<file path="src/rtl/arm_pipe_pkg.sv">
// ---------------------------------------------------------------------------
// arm_pipe_pkg
//
// Shared definitions for the fetch side of the pipeline.
//   XLEN        : architectural word / address width
//   PC_STEP     : byte distance between consecutive instructions
//   ifq_entry_t : one queued instruction, {pc, instr}
//   pc_next()   : sequential successor of a fetch address (wraps mod 2^32)
// ---------------------------------------------------------------------------
package arm_pipe_pkg;

    localparam int unsigned XLEN = 32;
    localparam logic [XLEN-1:0] PC_STEP = 32'd4;

    typedef struct packed {
        logic [XLEN-1:0] pc;
        logic [XLEN-1:0] instr;
    } ifq_entry_t;

    // Plain unsigned add, so 0xFFFF_FFFC rolls over to 0x0000_0000.
    function automatic logic [XLEN-1:0] pc_next(input logic [XLEN-1:0] pc);
        return pc + PC_STEP;
    endfunction

endpackage

</file>
<file path="src/rtl/ifq_fifo.sv">
// ---------------------------------------------------------------------------
// ifq_fifo
//
// Synchronous FIFO of ifq_entry_t used as the instruction queue storage.
// Head entry is presented combinationally from the read pointer.
//
// Ports:
//   clk        in   rising-edge clock
//   reset      in   synchronous active-high reset
//   clear      in   synchronous flush (same effect as reset on the pointers)
//   push       in   write push_data at the tail
//   push_data  in   entry to write
//   pop        in   drop the head entry
//   head       out  current head entry (valid when count != 0)
//   count      out  number of stored entries, 0..DEPTH
// ---------------------------------------------------------------------------
module ifq_fifo
    import arm_pipe_pkg::*;
#(
    parameter int unsigned DEPTH = 4
)(
    input  logic                     clk,
    input  logic                     reset,
    input  logic                     clear,
    input  logic                     push,
    input  ifq_entry_t               push_data,
    input  logic                     pop,
    output ifq_entry_t               head,
    output logic [$clog2(DEPTH):0]   count
);

    localparam int unsigned AW = $clog2(DEPTH);
    localparam int unsigned CW = AW + 1;
    localparam logic [CW-1:0] FULL = CW'(DEPTH);

    ifq_entry_t      mem [DEPTH];
    logic [AW-1:0]   wr_ptr;
    logic [AW-1:0]   rd_ptr;
    logic            push_ok;
    logic            pop_ok;

    // Defensive guards: the owner never overfills or over-drains, but a
    // stray request must not corrupt the pointers. A push into a full FIFO
    // is still legal when the head leaves in the same cycle.
    assign pop_ok  = pop && (count != '0);
    assign push_ok = push && ((count != FULL) || pop_ok);

    assign head = mem[rd_ptr];

    // Pointer and occupancy bookkeeping; clear and reset both empty the FIFO.
    always_ff @(posedge clk) begin
        if (reset || clear) begin
            wr_ptr <= '0;
            rd_ptr <= '0;
            count  <= '0;
        end else begin
            if (push_ok) begin
                wr_ptr <= wr_ptr + AW'(1);
            end
            if (pop_ok) begin
                rd_ptr <= rd_ptr + AW'(1);
            end
            count <= count + CW'(push_ok) - CW'(pop_ok);
        end
    end

    // Storage carries no reset; stale contents are never visible because
    // count gates every read.
    always_ff @(posedge clk) begin
        if (push_ok && !(reset || clear)) begin
            mem[wr_ptr] <= push_data;
        end
    end

endmodule

</file>
<file path="src/rtl/ifetch_queue.sv">
// ---------------------------------------------------------------------------
// ifetch_queue
//
// Instruction fetch queue between an in-order instruction memory and the
// decode stage. Issues sequential fetch requests while credits remain
// (queued entries + outstanding requests < DEPTH), tags returning words
// with their PC, and flushes on redirect. Responses belonging to requests
// issued before a redirect are counted in 'drop' and discarded on arrival.
//
// Build option:
//   IFETCH_QUEUE_BYPASS_EN  when defined, a non-dropped response arriving
//                           while the queue is empty is forwarded to out_*
//                           in the same cycle (and only queued if not taken).
//
// Ports:
//   clk          in   rising-edge clock
//   reset        in   synchronous active-high reset
//   req_valid    out  fetch request valid
//   req_addr     out  fetch byte address
//   req_ready    in   memory accepts the request
//   rsp_valid    in   in-order response valid (no backpressure)
//   rsp_data     in   instruction word
//   redirect     in   branch/exception taken, flushes the queue
//   redirect_pc  in   new fetch address
//   out_valid    out  head instruction valid toward decode
//   out_ready    in   decode accepts
//   out_instr    out  head instruction word
//   out_pc       out  address of head instruction
// ---------------------------------------------------------------------------
module ifetch_queue
    import arm_pipe_pkg::*;
#(
    parameter int unsigned     DEPTH    = 4,
    parameter logic [XLEN-1:0] RESET_PC = 32'h0000_0000
)(
    input  logic            clk,
    input  logic            reset,
    output logic            req_valid,
    output logic [XLEN-1:0] req_addr,
    input  logic            req_ready,
    input  logic            rsp_valid,
    input  logic [XLEN-1:0] rsp_data,
    input  logic            redirect,
    input  logic [XLEN-1:0] redirect_pc,
    output logic            out_valid,
    input  logic            out_ready,
    output logic [XLEN-1:0] out_instr,
    output logic [XLEN-1:0] out_pc
);

    localparam int unsigned CW = $clog2(DEPTH) + 1;
    localparam logic [CW:0] DEPTH_SUM = (CW+1)'(DEPTH);

    logic [XLEN-1:0] fetch_pc;
    logic [XLEN-1:0] resp_pc;
    logic [CW-1:0]   inflight;
    logic [CW-1:0]   drop;
    logic [CW-1:0]   count;
    logic [CW:0]     occupancy;

    logic            req_fire;
    logic            rsp_fire;
    logic            rsp_take;
    logic            bypass_hit;
    logic            fifo_push;
    logic            fifo_pop;
    ifq_entry_t      fifo_head;
    ifq_entry_t      push_entry;

    // Queue storage; a redirect flushes it in the same cycle.
    ifq_fifo #(
        .DEPTH (DEPTH)
    ) u_fifo (
        .clk       (clk),
        .reset     (reset),
        .clear     (redirect),
        .push      (fifo_push),
        .push_data (push_entry),
        .pop       (fifo_pop),
        .head      (fifo_head),
        .count     (count)
    );

    // Request side: every outstanding request owns a future queue slot, so
    // limiting queued + in-flight to DEPTH makes overflow impossible even
    // when a push and a pop meet on a full queue.
    always_comb begin
        occupancy = {1'b0, count} + {1'b0, inflight};
        req_valid = !reset && !redirect && (occupancy < DEPTH_SUM);
        req_addr  = fetch_pc;
        req_fire  = req_valid && req_ready;
    end

    // Response side: a response with nothing outstanding is ignored. A
    // response is kept only when no redirect is happening and nothing is
    // pending to drop.
    always_comb begin
        rsp_fire      = rsp_valid && (inflight != '0);
        rsp_take      = rsp_fire && !redirect && (drop == '0);
        push_entry.pc    = resp_pc;
        push_entry.instr = rsp_data;
    end

    // Output side: head of queue, or with bypass built in, the arriving
    // response when the queue is empty. A bypassed word not accepted this
    // cycle is pushed, so it reappears unchanged as the head next cycle.
    always_comb begin
        bypass_hit = 1'b0;
        out_instr  = fifo_head.instr;
        out_pc     = fifo_head.pc;
`ifdef IFETCH_QUEUE_BYPASS_EN
        bypass_hit = rsp_take && (count == '0);
        if (count == '0) begin
            out_instr = rsp_data;
            out_pc    = resp_pc;
        end
`endif
        out_valid  = !reset && !redirect && ((count != '0) || bypass_hit);
        fifo_pop   = out_valid && out_ready && (count != '0);
        fifo_push  = rsp_take && !(bypass_hit && out_ready);
    end

    // PC and credit tracking. On redirect no new request can fire, so the
    // requests still owed to us are exactly the old in-flight ones minus
    // any answered this cycle; all of them become drops.
    always_ff @(posedge clk) begin
        if (reset) begin
            fetch_pc <= RESET_PC;
            resp_pc  <= RESET_PC;
            inflight <= '0;
            drop     <= '0;
        end else if (redirect) begin
            fetch_pc <= redirect_pc;
            resp_pc  <= redirect_pc;
            inflight <= inflight - CW'(rsp_fire);
            drop     <= inflight - CW'(rsp_fire);
        end else begin
            if (req_fire) begin
                fetch_pc <= pc_next(fetch_pc);
            end
            if (rsp_take) begin
                resp_pc <= pc_next(resp_pc);
            end
            if (rsp_fire && (drop != '0)) begin
                drop <= drop - CW'(1);
            end
            inflight <= inflight + CW'(req_fire) - CW'(rsp_fire);
        end
    end

`ifndef SYNTHESIS
    // A response with no outstanding request means the memory misbehaved.
    always_ff @(posedge clk) begin
        if (!reset) begin
            assert (!(rsp_valid && (inflight == '0)));
        end
    end
`endif

endmodule

</file>
<file path="config.mk">
export PLATFORM = sky130hd
export DESIGN_NAME = ifetch_queue
export DESIGN_NICKNAME = d
export VERILOG_FILES = /design/src/rtl/arm_pipe_pkg.sv /design/src/rtl/ifq_fifo.sv /design/src/rtl/ifetch_queue.sv
export SDC_FILE = /design/constraint.sdc
export NUM_CORES = 1
export LEC_CHECK = 0
export CAP_MARGIN = 20
export CORE_MARGIN = 5
export CORE_UTILIZATION = 50
export DETAILED_ROUTE_END_ITERATION = 12
export GPL_ROUTABILITY_DRIVEN = 0
export PLACE_DENSITY = 0.74
export SLEW_MARGIN = 20
export SYNTH_ARGS = -nofsm -noshare
export SYNTH_HDL_FRONTEND = slang
export SYNTH_HIERARCHICAL = 1
export SYNTH_SLANG_ARGS = --single-unit
</file>
<file path="constraint.sdc">
create_clock -name clk -period 3.8 [get_ports clk]
set_input_delay 1.14 -clock clk [delete_from_list [all_inputs] [get_ports clk]]
set_output_delay 1.14 -clock clk [all_outputs]
set_load 0.03 [all_outputs]
</file>
==> out/qor.csv <==
stage,metric,value,unit
status,status,"complete, no violations",
timing,Clock Skew,24.3,ps
cts,number of hold-repair buffers added at the cts stage,0,
grt,largest net degree at the start of global routing,70,
cts,insertion delay to the later sink of the worst-skew pair,510,ps
placement,Buffers on Ports,167,
worst_setup_path,series of cell instances along the critical path,buf_12 -> mux4_2 -> clkdlybuf4s50_1,
detailed_routing,1st-iter DRT viols,674,
timing,Post-Route Hold Slack,456,ps
detailed_routing,Vias/cell,5.84,
cts,post-cts sizing count,0,
hold_path,capture endpoint of the worst hold path,req_addr[0]$_SDFFE_PP0P_,
power_and_ir_drop,Static Leakage,5.45,nW
detailed_routing,Residual DRC,0,
power_and_ir_drop,power per standard cell area,471,mW/mm²
placement,Placed Instance Area,0.0159,mm²
worst_setup_path,required time worst endpoint,2660,ps
worst_setup_path,critical register-to-register path endpoint,u_fifo/count[2]$_SDFF_PP0_,
worst_setup_path,crit-path max FO,21,
die,starting density of the core,50.8,%
synthesis,number of flops mapped to enable cells by yosys,256,
timing,hold violation total from the final report,0,
cells_and_area,share of final-layout standard cells stronger than drive strength 1,14.3,%
detailed_routing,DRT Wirelength,29.8,mm
timing,final cycle utilization of the critical path,94.4,%
grt,number of global-route vias before repair,8430,
timing,worst relative slew slack,36.1,%
die,core region area,0.0270,mm²
die,Vert. Die Dim,176,µm
die,total number of placement rows,60,
timing,final-layout setup total negative slack,0,ps
worst_setup_path,crit path DAT,2450,ps
grt,wire length of the first global-routing pass,47.8,mm
detailed_routing,detailed-route via count,8352,
cts,total clock sinks,335,
synthesis,synth unique cells,58,
timing,highest attainable clock frequency,279,MHz
hold_path,Hold Path Class,reg2reg,
worst_setup_path,class of the most critical setup path,reg2out,
timing,number of slew-limit violations in the final report,0,
cells_and_area,Antenna Diode Count,0,
grt,grt ovf,0,
worst_setup_path,worst reg-to-reg path cell count,14,
synthesis,count of state elements after synthesis,335,
detailed_routing,DRT Pass-1 Iters,5,
cts,Post-CTS Setup Bufs,0,
timing,unrepaired setup endpoints after global routing,no,
worst_setup_path,"reg-to-reg slack, setup",930,ps
hold_path,worst hold stages,2,
worst_setup_path,Setup crit start kind,flop,
cts,number of buffers created by CTS,34,
cells_and_area,filler cell count in the final layout,1937,
cts,Root Driver,sky130_fd_sc_hd__clkbuf_16,
worst_setup_path,Worst path max stage delay,660,ps
worst_setup_path,cell with the largest stage delay on the worst path,sky130_fd_sc_hd__clkdlybuf4s50_1,
synthesis,Ys Warns,6,
grt,total global-route track usage,19.4,%
synthesis,average instance area after synthesis,15.5,µm²
synthesis,primary flip-flop cell chosen by synthesis mapping,sky130_fd_sc_hd__edfxtp_1,
placement,detailed placer's ending HPWL,19.2,mm
cts,H-tree depth reported by CTS,2,
cts,"buffers from clock root to sink, at most",3,
worst_setup_path,type of destination of the critical path,primary output,
synthesis,net count of the mapped netlist,973,
synthesis,area of the mapped netlist,0.0137,mm²
die,area of the die,0.0309,mm²
die,number of top-level pins,168,
detailed_routing,Avg WL per Cell,20.8,µm
grt,antenna violations before repair,0,
cells_and_area,area added between synthesis and finish,23.1,%
timing,final worst path period need,3590,ps
cts,CTS tree,done,
timing,Slew @ Worst Pin,955,ps
cells_and_area,net count reported at finish,1155,
flow_run,number of max-capacitance violations reported,0,
worst_setup_path,launch point of the worst reg-to-reg path,inflight[1]$_SDFF_PP0_,
die,Die Span X,176,µm
synthesis,ys async rst share,0,%
synthesis,number of standard cells after synthesis,885,
hold_path,start point of the worst min-delay path,req_addr[0]$_SDFFE_PP0P_,
synthesis,sequential fraction of the synthesis area,67.5,%
cells_and_area,design area,0.0169,mm²
detailed_routing,Detail Route Antenna Nets,0,
power_and_ir_drop,maximum vdd drop,0.274,mV
cts,CTS clock-pin slew for the worst setup and hold paths,60,ps
timing,final number of setup-violating endpoints,0,
==> layer usage <==
metal	routed length (µm)	GRT usage, %	share of wire (%)
met4	426	3.96	1.4
met3	2210	3.90	7.4
met2	14100	30.9	47
met1	13100	28.3	44
met5	0	0	0
==> area by class of cell <==
cell class | instances | area [µm²] | area share, %
flip-flops and latches | 335 | 9270 | 54.9
multi-input cells | 477 | 4110 | 24.3
repair buffers | 189 | 1950 | 11.5
clock buffers | 43 | 948 | 5.61
well taps | 341 | 427 | 2.52
inverters | 30 | 113 | 0.666
clock inverters | 16 | 82.6 | 0.489
==> cell usage after synthesis, drive strengths merged (2+ instances only) <==
cell type	count	area, µm²
a211oi	15	118
a21boi	12	90.1
a21oi	35	175
a311oi	5	43.8
a31oi	21	131
a32oi	3	26.3
a41oi	2	17.5
and2	8	50.1
and3	16	100
and4	5	43.8
buf	23	164
clkbuf	20	76.3
dfxtp	79	1580
edfxtp	256	7690
fa	2	40.0
ha	16	200
inv	29	109
mux2	3	33.8
mux2i	2	20.0
mux4	64	1440
nand2	50	188
nand2b	2	12.5
nand3	27	135
nand3b	2	15.0
nand4	20	131
nand4b	5	43.8
nor2	40	150
nor2b	3	18.8
nor3	19	120
nor4	7	56.3
nor4b	5	43.8
o21ai	23	115
o21bai	3	22.5
o22ai	2	12.5
o31a	4	35.0
or3	7	43.8
or4	3	22.5
xnor2	20	175
xor2	17	149
==> sequential cells by signal, indices dropped and copies added, names as in the netlist, named ones only <==
| signal | flops |
|---|---|
| u_fifo/wr_ptr | 2 |
| inflight | 3 |
| resp_pc | 32 |
| u_fifo/mem | 256 |
| req_addr | 32 |
| u_fifo/rd_ptr | 2 |
| u_fifo/count | 3 |
| drop | 3 |
==> where the power goes <==
group	total (mW)	internal [mW]	switching, mW
sequential	4.15	4.04	0.114
combinational	0.742	0.327	0.415
clock	3.07	1.77	1.31
total	7.97	6.13	1.83
==> worst max path at each step <==
stage,start,end,slack (ps),cells past startpoint
floorplan,reset,inflight[2]$_SDFF_PP0_,150,15
global placement,rsp_valid,u_fifo/count[2]$_SDFF_PP0_,110,15
detailed placement,rsp_valid,u_fifo/count[2]$_SDFF_PP0_,10,15
CTS,flop,out_pc[29],160,3
global route,flop,out_pc[13],110,3
finish,flop,out_pc[14],210,3
==> worst max-delay path, delay by kind of cell (launching register included) <==
| kind | cells | cell delay [ps] |
|---|---|---|
| muxes | 1 | 520 |
| buffers and inverters | 2 | 910 |
| DFF | 1 | 510 |
==> cell usage in the layout, fill, tap and decap left out, types with 5 or more instances in the layout <==
| master | netlist | layout |
|---|---|---|
| sky130_fd_sc_hd__a211oi_1 | 14 | 14 |
| sky130_fd_sc_hd__a21boi_0 | 12 | 12 |
| sky130_fd_sc_hd__a21oi_1 | 35 | 35 |
| sky130_fd_sc_hd__a311oi_1 | 5 | 5 |
| sky130_fd_sc_hd__a31oi_1 | 21 | 21 |
| sky130_fd_sc_hd__and2_1 | 7 | 7 |
| sky130_fd_sc_hd__and3_1 | 16 | 12 |
| sky130_fd_sc_hd__and4_1 | 5 | 5 |
| sky130_fd_sc_hd__buf_12 | 0 | 10 |
| sky130_fd_sc_hd__buf_4 | 0 | 14 |
| sky130_fd_sc_hd__clkbuf_1 | 19 | 6 |
| sky130_fd_sc_hd__clkbuf_16 | 0 | 37 |
| sky130_fd_sc_hd__clkdlybuf4s50_1 | 0 | 163 |
| sky130_fd_sc_hd__clkinv_1 | 1 | 9 |
| sky130_fd_sc_hd__dfxtp_1 | 79 | 77 |
| sky130_fd_sc_hd__edfxtp_1 | 256 | 256 |
| sky130_fd_sc_hd__ha_1 | 16 | 16 |
| sky130_fd_sc_hd__inv_1 | 28 | 27 |
| sky130_fd_sc_hd__mux4_2 | 64 | 64 |
| sky130_fd_sc_hd__nand2_1 | 50 | 50 |
| sky130_fd_sc_hd__nand3_1 | 27 | 27 |
| sky130_fd_sc_hd__nand4_1 | 19 | 19 |
| sky130_fd_sc_hd__nand4b_1 | 5 | 5 |
| sky130_fd_sc_hd__nor2_1 | 40 | 40 |
| sky130_fd_sc_hd__nor3_1 | 14 | 14 |
| sky130_fd_sc_hd__nor3_2 | 5 | 5 |
| sky130_fd_sc_hd__nor4_1 | 5 | 5 |
| sky130_fd_sc_hd__nor4b_1 | 5 | 5 |
| sky130_fd_sc_hd__o21ai_0 | 23 | 23 |
| sky130_fd_sc_hd__or3_1 | 7 | 7 |
| sky130_fd_sc_hd__xnor2_1 | 20 | 20 |
| sky130_fd_sc_hd__xor2_1 | 17 | 17 |
==> per-stage QoR <==
stage | util [%] | total power, mW | worst slack, ps | instances
3_5_place_dp | 58.7 | 4.96 | 13.0 | 1372
5_1_grt | 62.5 | 8.30 | 107 | 1431
6_report | 62.5 | 7.97 | 212 | 1431
2_1_floorplan | - | 4.63 | 146 | 885
4_1_cts | 62.5 | 8.04 | 158 | 1431
3_3_place_gp | 58.7 | 4.95 | 115 | 1372
==> logic make-up after synthesis <==
logic type / Yosys count / share of synthesized area, %
xor+xnor: 37 / 2.36
simple gates: 221 / 8.72
compound gates: 132 / 6.16
buf+inv: 73 / 2.57
mux: 69 / 10.9
flops: 335 / 67.5
fa+ha+maj: 18 / 1.75
Power figures use the tool's default switching activity.
